==> config.mk <==
export PLATFORM = sky130hd
export DESIGN_NAME = vc_plane_arbiter_flat
export DESIGN_NICKNAME = d
export VERILOG_FILES = /design/src/rtl/vc_plane_arbiter_if.sv /design/src/rtl/vc_plane_arbiter.sv /design/src/flat_wrapper.sv
export SDC_FILE = /design/constraint.sdc
export NUM_CORES = 1
export LEC_CHECK = 0
export ABC_CLOCK_PERIOD_IN_PS = 1800
export BUFFER_PORTS_ARGS = -buffer_cell sky130_fd_sc_hd__buf_2
export CORE_AREA = 5 5 42 44
export CTS_BUF_LIST = sky130_fd_sc_hd__clkbuf_16
export DETAILED_ROUTE_END_ITERATION = 10
export DIE_AREA = 0 0 47 49
export MAX_ROUTING_LAYER = met4
export PLACE_DENSITY = 0.56
export SLEW_MARGIN = 15
export SYNTH_ARGS = -nofsm -noshare
export SYNTH_HDL_FRONTEND = slang
export SYNTH_SLANG_ARGS = --single-unit
==> constraint.sdc <==
create_clock -name clk -period 1.8 [get_ports clk]
set_input_delay 0.54 -clock clk [delete_from_list [all_inputs] [get_ports clk]]
set_output_delay 0.54 -clock clk [all_outputs]
set_load 0.05 [all_outputs]
==> src/rtl/vc_plane_arbiter_if.sv <==
// Switch-side bundle between the VC plane arbiter and the crossbar control.
// master: arbiter side; slave: input buffers and switch control.
interface vc_plane_arbiter_if #(
    parameter int VC = 4
);
    localparam int IW = (VC > 1) ? $clog2(VC) : 1;

    logic [VC-1:0] vcRequest;
    logic [VC-1:0] vcRelease;
    logic [VC:0]   VCPlaneSelector;
    logic          grantValid;
    logic [IW-1:0] grantIndex;

    modport master (
        input  vcRequest,
        input  vcRelease,
        output VCPlaneSelector,
        output grantValid,
        output grantIndex
    );

    modport slave (
        output vcRequest,
        output vcRelease,
        input  VCPlaneSelector,
        input  grantValid,
        input  grantIndex
    );
endinterface

==> src/rtl/vc_plane_arbiter.sv <==
// Round-robin, wormhole-locked owner of the crossbar among VC planes.
// Optional VC_QUANTUM_EN bounds a grant to QUANTUM cycles under contention.
module vc_plane_arbiter #(
    parameter int VC      = 4,
    parameter int QUANTUM = 8
) (
    input logic clk,
    input logic rst,
    vc_plane_arbiter_if.master bus
);
    localparam int IW = (VC > 1) ? $clog2(VC) : 1;
    localparam logic [0:0] IDLE = 1'b0;
    localparam logic [0:0] HOLD = 1'b1;

    if (VC < 1) begin : g_bad_vc
        $error("VC must be >= 1");
    end
    if (QUANTUM < 1) begin : g_bad_quantum
        $error("QUANTUM must be >= 1");
    end

    logic [0:0]    state;
    logic [IW-1:0] g;
    logic [IW-1:0] ptr;
    logic [IW-1:0] pick;
    logic [IW-1:0] next_ptr;
    logic          found;
    logic          quantum_hit;
    logic          hold_end;
    logic [VC-1:0] plane_oh;
    int            cand;

    // First requester at or after ptr, wrapping at VC
    always_comb begin
        pick  = '0;
        found = 1'b0;
        cand  = 0;
        for (int k = 0; k < VC; k++) begin
            cand = (int'(ptr) + k) % VC;
            if (!found && bus.vcRequest[IW'(cand)]) begin
                found = 1'b1;
                pick  = IW'(cand);
            end
        end
    end

    assign plane_oh = VC'(1) << g;
    assign next_ptr = (g == IW'(VC - 1)) ? '0 : g + 1'b1;
    assign hold_end = bus.vcRelease[g] | ~bus.vcRequest[g] | quantum_hit;

`ifdef VC_QUANTUM_EN
    localparam int QW = (QUANTUM > 1) ? $clog2(QUANTUM) : 1;

    logic [QW-1:0] qcnt;
    logic [VC-1:0] others;

    assign others = bus.vcRequest & ~plane_oh;
    assign quantum_hit = (state == HOLD) &&
                         (qcnt == QW'(QUANTUM - 1)) &&
                         (|others);

    always_ff @(posedge clk) begin
        if (!rst) begin
            qcnt <= '0;
        end else if (state == IDLE) begin
            qcnt <= '0;
        end else if (qcnt != QW'(QUANTUM - 1)) begin
            qcnt <= qcnt + 1'b1;
        end
    end
`else
    assign quantum_hit = 1'b0;
`endif

    always_ff @(posedge clk) begin
        if (!rst) begin
            state <= IDLE;
            g     <= '0;
            ptr   <= '0;
        end else begin
            unique case (state)
                IDLE: begin
                    if (found) begin
                        g     <= pick;
                        state <= HOLD;
                    end
                end
                HOLD: begin
                    if (hold_end) begin
                        ptr   <= next_ptr;
                        state <= IDLE;
                    end
                end
                default: state <= IDLE;
            endcase
        end
    end

    // Outputs decode registered state only
    assign bus.VCPlaneSelector = (state == HOLD) ? {1'b0, plane_oh}
                                                 : {1'b1, {VC{1'b0}}};
    assign bus.grantValid = (state == HOLD);
    assign bus.grantIndex = (state == HOLD) ? g : '0;
endmodule
==> src/flat_wrapper.sv <==
// flat-port wrapper written by rule: the top's interface ports become plain ports
module vc_plane_arbiter_flat 
#(
    parameter int VC      = 4,
    parameter int QUANTUM = 8
)
  (clk, rst, bus_vcRequest, bus_vcRelease, bus_VCPlaneSelector, bus_grantValid, bus_grantIndex);
  vc_plane_arbiter_if #(.VC(VC)) bus_i ();
  input logic clk;
  input logic rst;
  input wire logic [$bits(bus_i.vcRequest)-1:0] bus_vcRequest;
  input wire logic [$bits(bus_i.vcRelease)-1:0] bus_vcRelease;
  output wire logic [$bits(bus_i.VCPlaneSelector)-1:0] bus_VCPlaneSelector;
  output wire logic [$bits(bus_i.grantValid)-1:0] bus_grantValid;
  output wire logic [$bits(bus_i.grantIndex)-1:0] bus_grantIndex;
  assign bus_i.vcRequest = bus_vcRequest;
  assign bus_i.vcRelease = bus_vcRelease;
  assign bus_VCPlaneSelector = bus_i.VCPlaneSelector;
  assign bus_grantValid = bus_i.grantValid;
  assign bus_grantIndex = bus_i.grantIndex;
  vc_plane_arbiter #(.VC(VC), .QUANTUM(QUANTUM)) u_core (.clk(clk), .rst(rst), .bus(bus_i));
endmodule
# == Word-level counts from Yosys, hierarchy flattened ==
# Cells that the tools add are included.
# totals
reg_bits,5
in_bits,10
out_inout_bits,8
elab_cells,55
# op_classes
add_sub_neg,4
magnitude_cmp,5
eq_ne,1
n_shift,1
n_mux,30
bitwise_logic,3
n_reduce_logical,8
# ops
op,count
$lt A2 B4 Y1 const B,4
$mux W1,16
$bmux W1 S2,6
$mux W2,6
$mux W5,1
$add A2 B1 Y2 const B,2
$add A2 B2 Y2 const B,2
$reduce_and A2 Y1,2
$shl A1 B2 Y4 const A,1
$logic_and A1 B1 Y1,3
$logic_not A1 Y1,3
$lt A2 B3 Y1 const B,1
$eq A2 B2 Y1 const B,1
$not A1 Y1,2
$pmux W1 S2,1
$or A1 B1 Y1,1

# == Depth between registers and ports, before layout ==
# logic_depth
depth_word,15
mapped_depth,4
depth_no_buf,4

# == Worst setup path before layout ==
# OpenSTA, ideal clock, no wires.
# synth_timing
path_type,reg2out
start,"register u_core.state, in the netlist u_core.bus.grantValid"
end,output port bus_grantIndex[0]
t_arrival_ns,1.728
required_time_ns,1.260
setup_slack_ns,-0.468
stages_incl_launch_ff,3
n_path_buf,0
cell_sequence,dfxtp_1 -> inv_2 -> nor2_1
# synth_between
elab_chain_cells,1
# synth_rtl
item,line_no,rtl
from (decl),vc_plane_arbiter.sv:22,logic [0:0] state;
from (signal assigned),vc_plane_arbiter.sv:77,state <= IDLE;
from (signal assigned),vc_plane_arbiter.sv:85,state <= HOLD;
from (signal assigned),vc_plane_arbiter.sv:91,state <= IDLE;
$mux W2,vc_plane_arbiter.sv:103,assign bus.grantIndex = (state == HOLD) ? g : '0;
to (decl),flat_wrapper.sv:15,output wire logic [$bits(bus_i.grantIndex)-1:0] bus_grantIndex;
# Every way passes these cells.

# == Final worst setup path ==
# layout_timing
start,register u_core.g[0]
end,output port bus_VCPlaneSelector[2]
# layout_between
elab_chain_cells,2
# layout_rtl
item,line_no,rtl
from (decl),vc_plane_arbiter.sv:23,logic [IW-1:0] g;
from (signal assigned),vc_plane_arbiter.sv:84,g <= pick;
$shl A1 B2 Y4,vc_plane_arbiter.sv:47,assign plane_oh = VC'(1) << g;
$mux W5,vc_plane_arbiter.sv:100,"assign bus.VCPlaneSelector = (state == HOLD) ? {1'b0, plane_oh}"
to (decl),flat_wrapper.sv:13,output wire logic [$bits(bus_i.VCPlaneSelector)-1:0] bus_VCPlaneSelector;
# Every way passes these cells.

==> results.cfg <==
[final_layout]
layout_commonest_cell = buf_2
multiInputGateArea_um2 = 297.8
layout-drive-gt1-share = 0.4583
fillers = 158
final_nets = 87
diodes = 0
fin_area_um2 = 629.4
syn2layout_area_growth_pct = 56.70
ff_latch_area_um2 = 108.9

[sta]
setup_tns_ns = 0
min_period_over_period = 0.9624
slew_headroom = 0.7755
worstMarginPinSlew_ns = 0.3321
maxSlewViolCount = 0
setup_viol = 0
min_period_ns = 1.732
rsz0062_at_grt = no
fmax_mhz = 577.3
skew_ns = 0.0005835
hold_violations = 0

[logic_synthesis]
ys_ff_latch = 5
syn_inst = 49
syn_area_um2 = 401.6
synth.yosys.seq_area_share = 0.2492
syn_nets = 63
syn_avg_cell_area_um2 = 8.197
yosys_warnings = 0
ys_types = 22

[grt]
grt_usage = 0.1076
use_met1 = 0.1165
met2_usage = 0.1290
grt_max_degree = 10
grt_pass1_wl_mm = 1.607
grt_busiest_layer = met2
grt-ovfl-total = 0
grt_pass1_vias = 387
grt_antenna_before_repair = 0
gr-usage-met3 = 0.04428

[setup_path]
crit_required_ns = 1.26
crit_path_start_kind = flop
critical-path-max-stage-delay_ns = 0.37
r2r_setup_slack_ns = 0.44
crit_path_max_fanout = 6
worstPathCellList = inv_2 -> ha_1 -> and2_1 -> buf_4
startpoint = u_core.g[0]$_SDFFE_PN0P_
r2r-start = u_core.g[1]$_SDFFE_PN0P_
cp_top_family = flip-flops
crit_slowest_cell = dfxtp_4
cp_num_buf_inv = 2
endpoint_kind = output port
worstSetupPathType = reg -> out
worstPathArrival_ns = 1.19

[route]
routed_wl_mm = 1.026
drt-vias-per-instance = 4.920
dr.pass1.iters = 2
detail-route-antenna-nets = 0
drt_iter0_markers = 7
drc = 0
wl_per_cell_um = 11.66
num_vias = 433

[floorplan]
io_pins = 18
chipHeight_um = 49
coreArea_um2 = 1401
dieArea_um2 = 2303
initial_core_util = 0.2866
rows = 14
die_w_um = 47

[clock_tree]
clkSlewWorstSetupHoldPaths_ns = 0.03
post_cts_buffers = 0
h-tree-depth = 1
cts-root-buf = clkbuf_16
worstSkewPairLatency_ns = 0.23
cts_buffer_depth = 2
cts_tree = done
cts_hold_buf = 0
cts_num_sinks = 5
cts_buffers = 3

[place]
dp_hpwl_um = 817.4
place_area_um2 = 538.0
gp_congestion = 0.8627
portBuffers = 17

[pwr]
leakage_nw = 0.2815
peakVddDrop_mv = 0.6740
power_density_nw_per_um2 = 1022

[hold_path]
min_path_type = reg -> reg
min_from = u_core.ptr[0]$_SDFFE_PN0P_

[flow_run]
drv_cap = 0

[run_status]
status = finished, final reports clean
[registers in the layout, summed over array words and instances, names as in the netlist]
signal,flops
u_core.g,2
u_core.ptr,2
u_core.bus.grantValid,1
[timing repair]
item | CTS | global route
setup endpoints to repair | 3 | 3
resized for setup | 5 | 4
hold endpoints to repair | 0 | 0
[path summary, 6_finish.rpt]
check                                           to  cells after the start
hold / removal          u_core.ptr[0]$_SDFFE_PN0P_                      2
hold reg to reg         u_core.ptr[0]$_SDFFE_PN0P_                      2
setup reg to reg  u_core.bus.grantValid$_SDFF_PN0_                      5
setup / recovery            bus_VCPlaneSelector[2]                      4
[Yosys cell counts (all sizes together)]
library cell  instances  area, um2
or3b                  1      8.760
nand2b                1      6.260
nand3b                1      7.510
dfxtp                 5      100.1
and2                  4      25.02
nand2                 4      15.01
inv                   5      18.76
o221ai                1      8.760
o21a                  1      7.510
mux2i                 3      30.03
a21oi                 5      28.78
or3                   1      6.260
nor4b                 2      17.52
o41a                  1      11.26
ha                    4      50.05
o21ai                 2      10.01
nor2                  5      18.77
a211oi                1      12.51
nor4                  2      18.77
[layer usage]
metal	wire length [um]	vias up
li1	-	222
met1	419	196
met2	477	11
met3	84	4
met4	44	0
met5	0	-
[worst register-to-register path, cell delays in order (launching register included)]
cell      delay [ns]
dfxtp_4         0.36
or3b_1          0.39
a21oi_2         0.15
nor4_2          0.06
buf_4           0.16
a211oi_2        0.17
[cells by family (layout without fill, tap and decap cells)]
group / Yosys count / after routing / synth area share
AOI/OAI and AO/OA: 11 / 11 / 0.1963
buffers and inverters: 5 / 28 / 0.04671
adders and majority gates: 4 / 4 / 0.1246
DFF: 5 / 5 / 0.2492
and+or+nand+nor: 21 / 21 / 0.3084
muxes: 3 / 3 / 0.07477
[cell type report]
type                            count  share of cell area
Sequential cell                     5              0.1730
Inverter                            5             0.02982
Clock buffer                        3              0.1193
Multi-Input combinational cell     39              0.4732
Timing Repair Buffer               19              0.1670
Clock inverter                      1            0.005964
Tap cell                           16             0.03181
[per-stage QoR]
step	utilization	cells	hold slack [ns]	total power [mW]	setup slack (ns)
finish	0.4491	88	0.5009	0.6430	0.06765
global route	0.4491	88	0.5113	0.6787	0.005541
CTS	0.4438	88	0.4946	0.6580	0.004308
detailed placement	0.3839	84	0.4883	0.2808	0.09686
global placement	0.3839	84	0.4918	0.2796	0.1056
floorplan	-	49	0.4482	0.2362	0.1722
[power by group]
part,total (mW),switching [mW],internal (mW)
sequential,0.139,0.0166,0.123
clock,0.363,0.0748,0.288
combinational,0.141,0.0887,0.0521
total,0.643,0.180,0.463
Power figures use the tool's default switching activity.
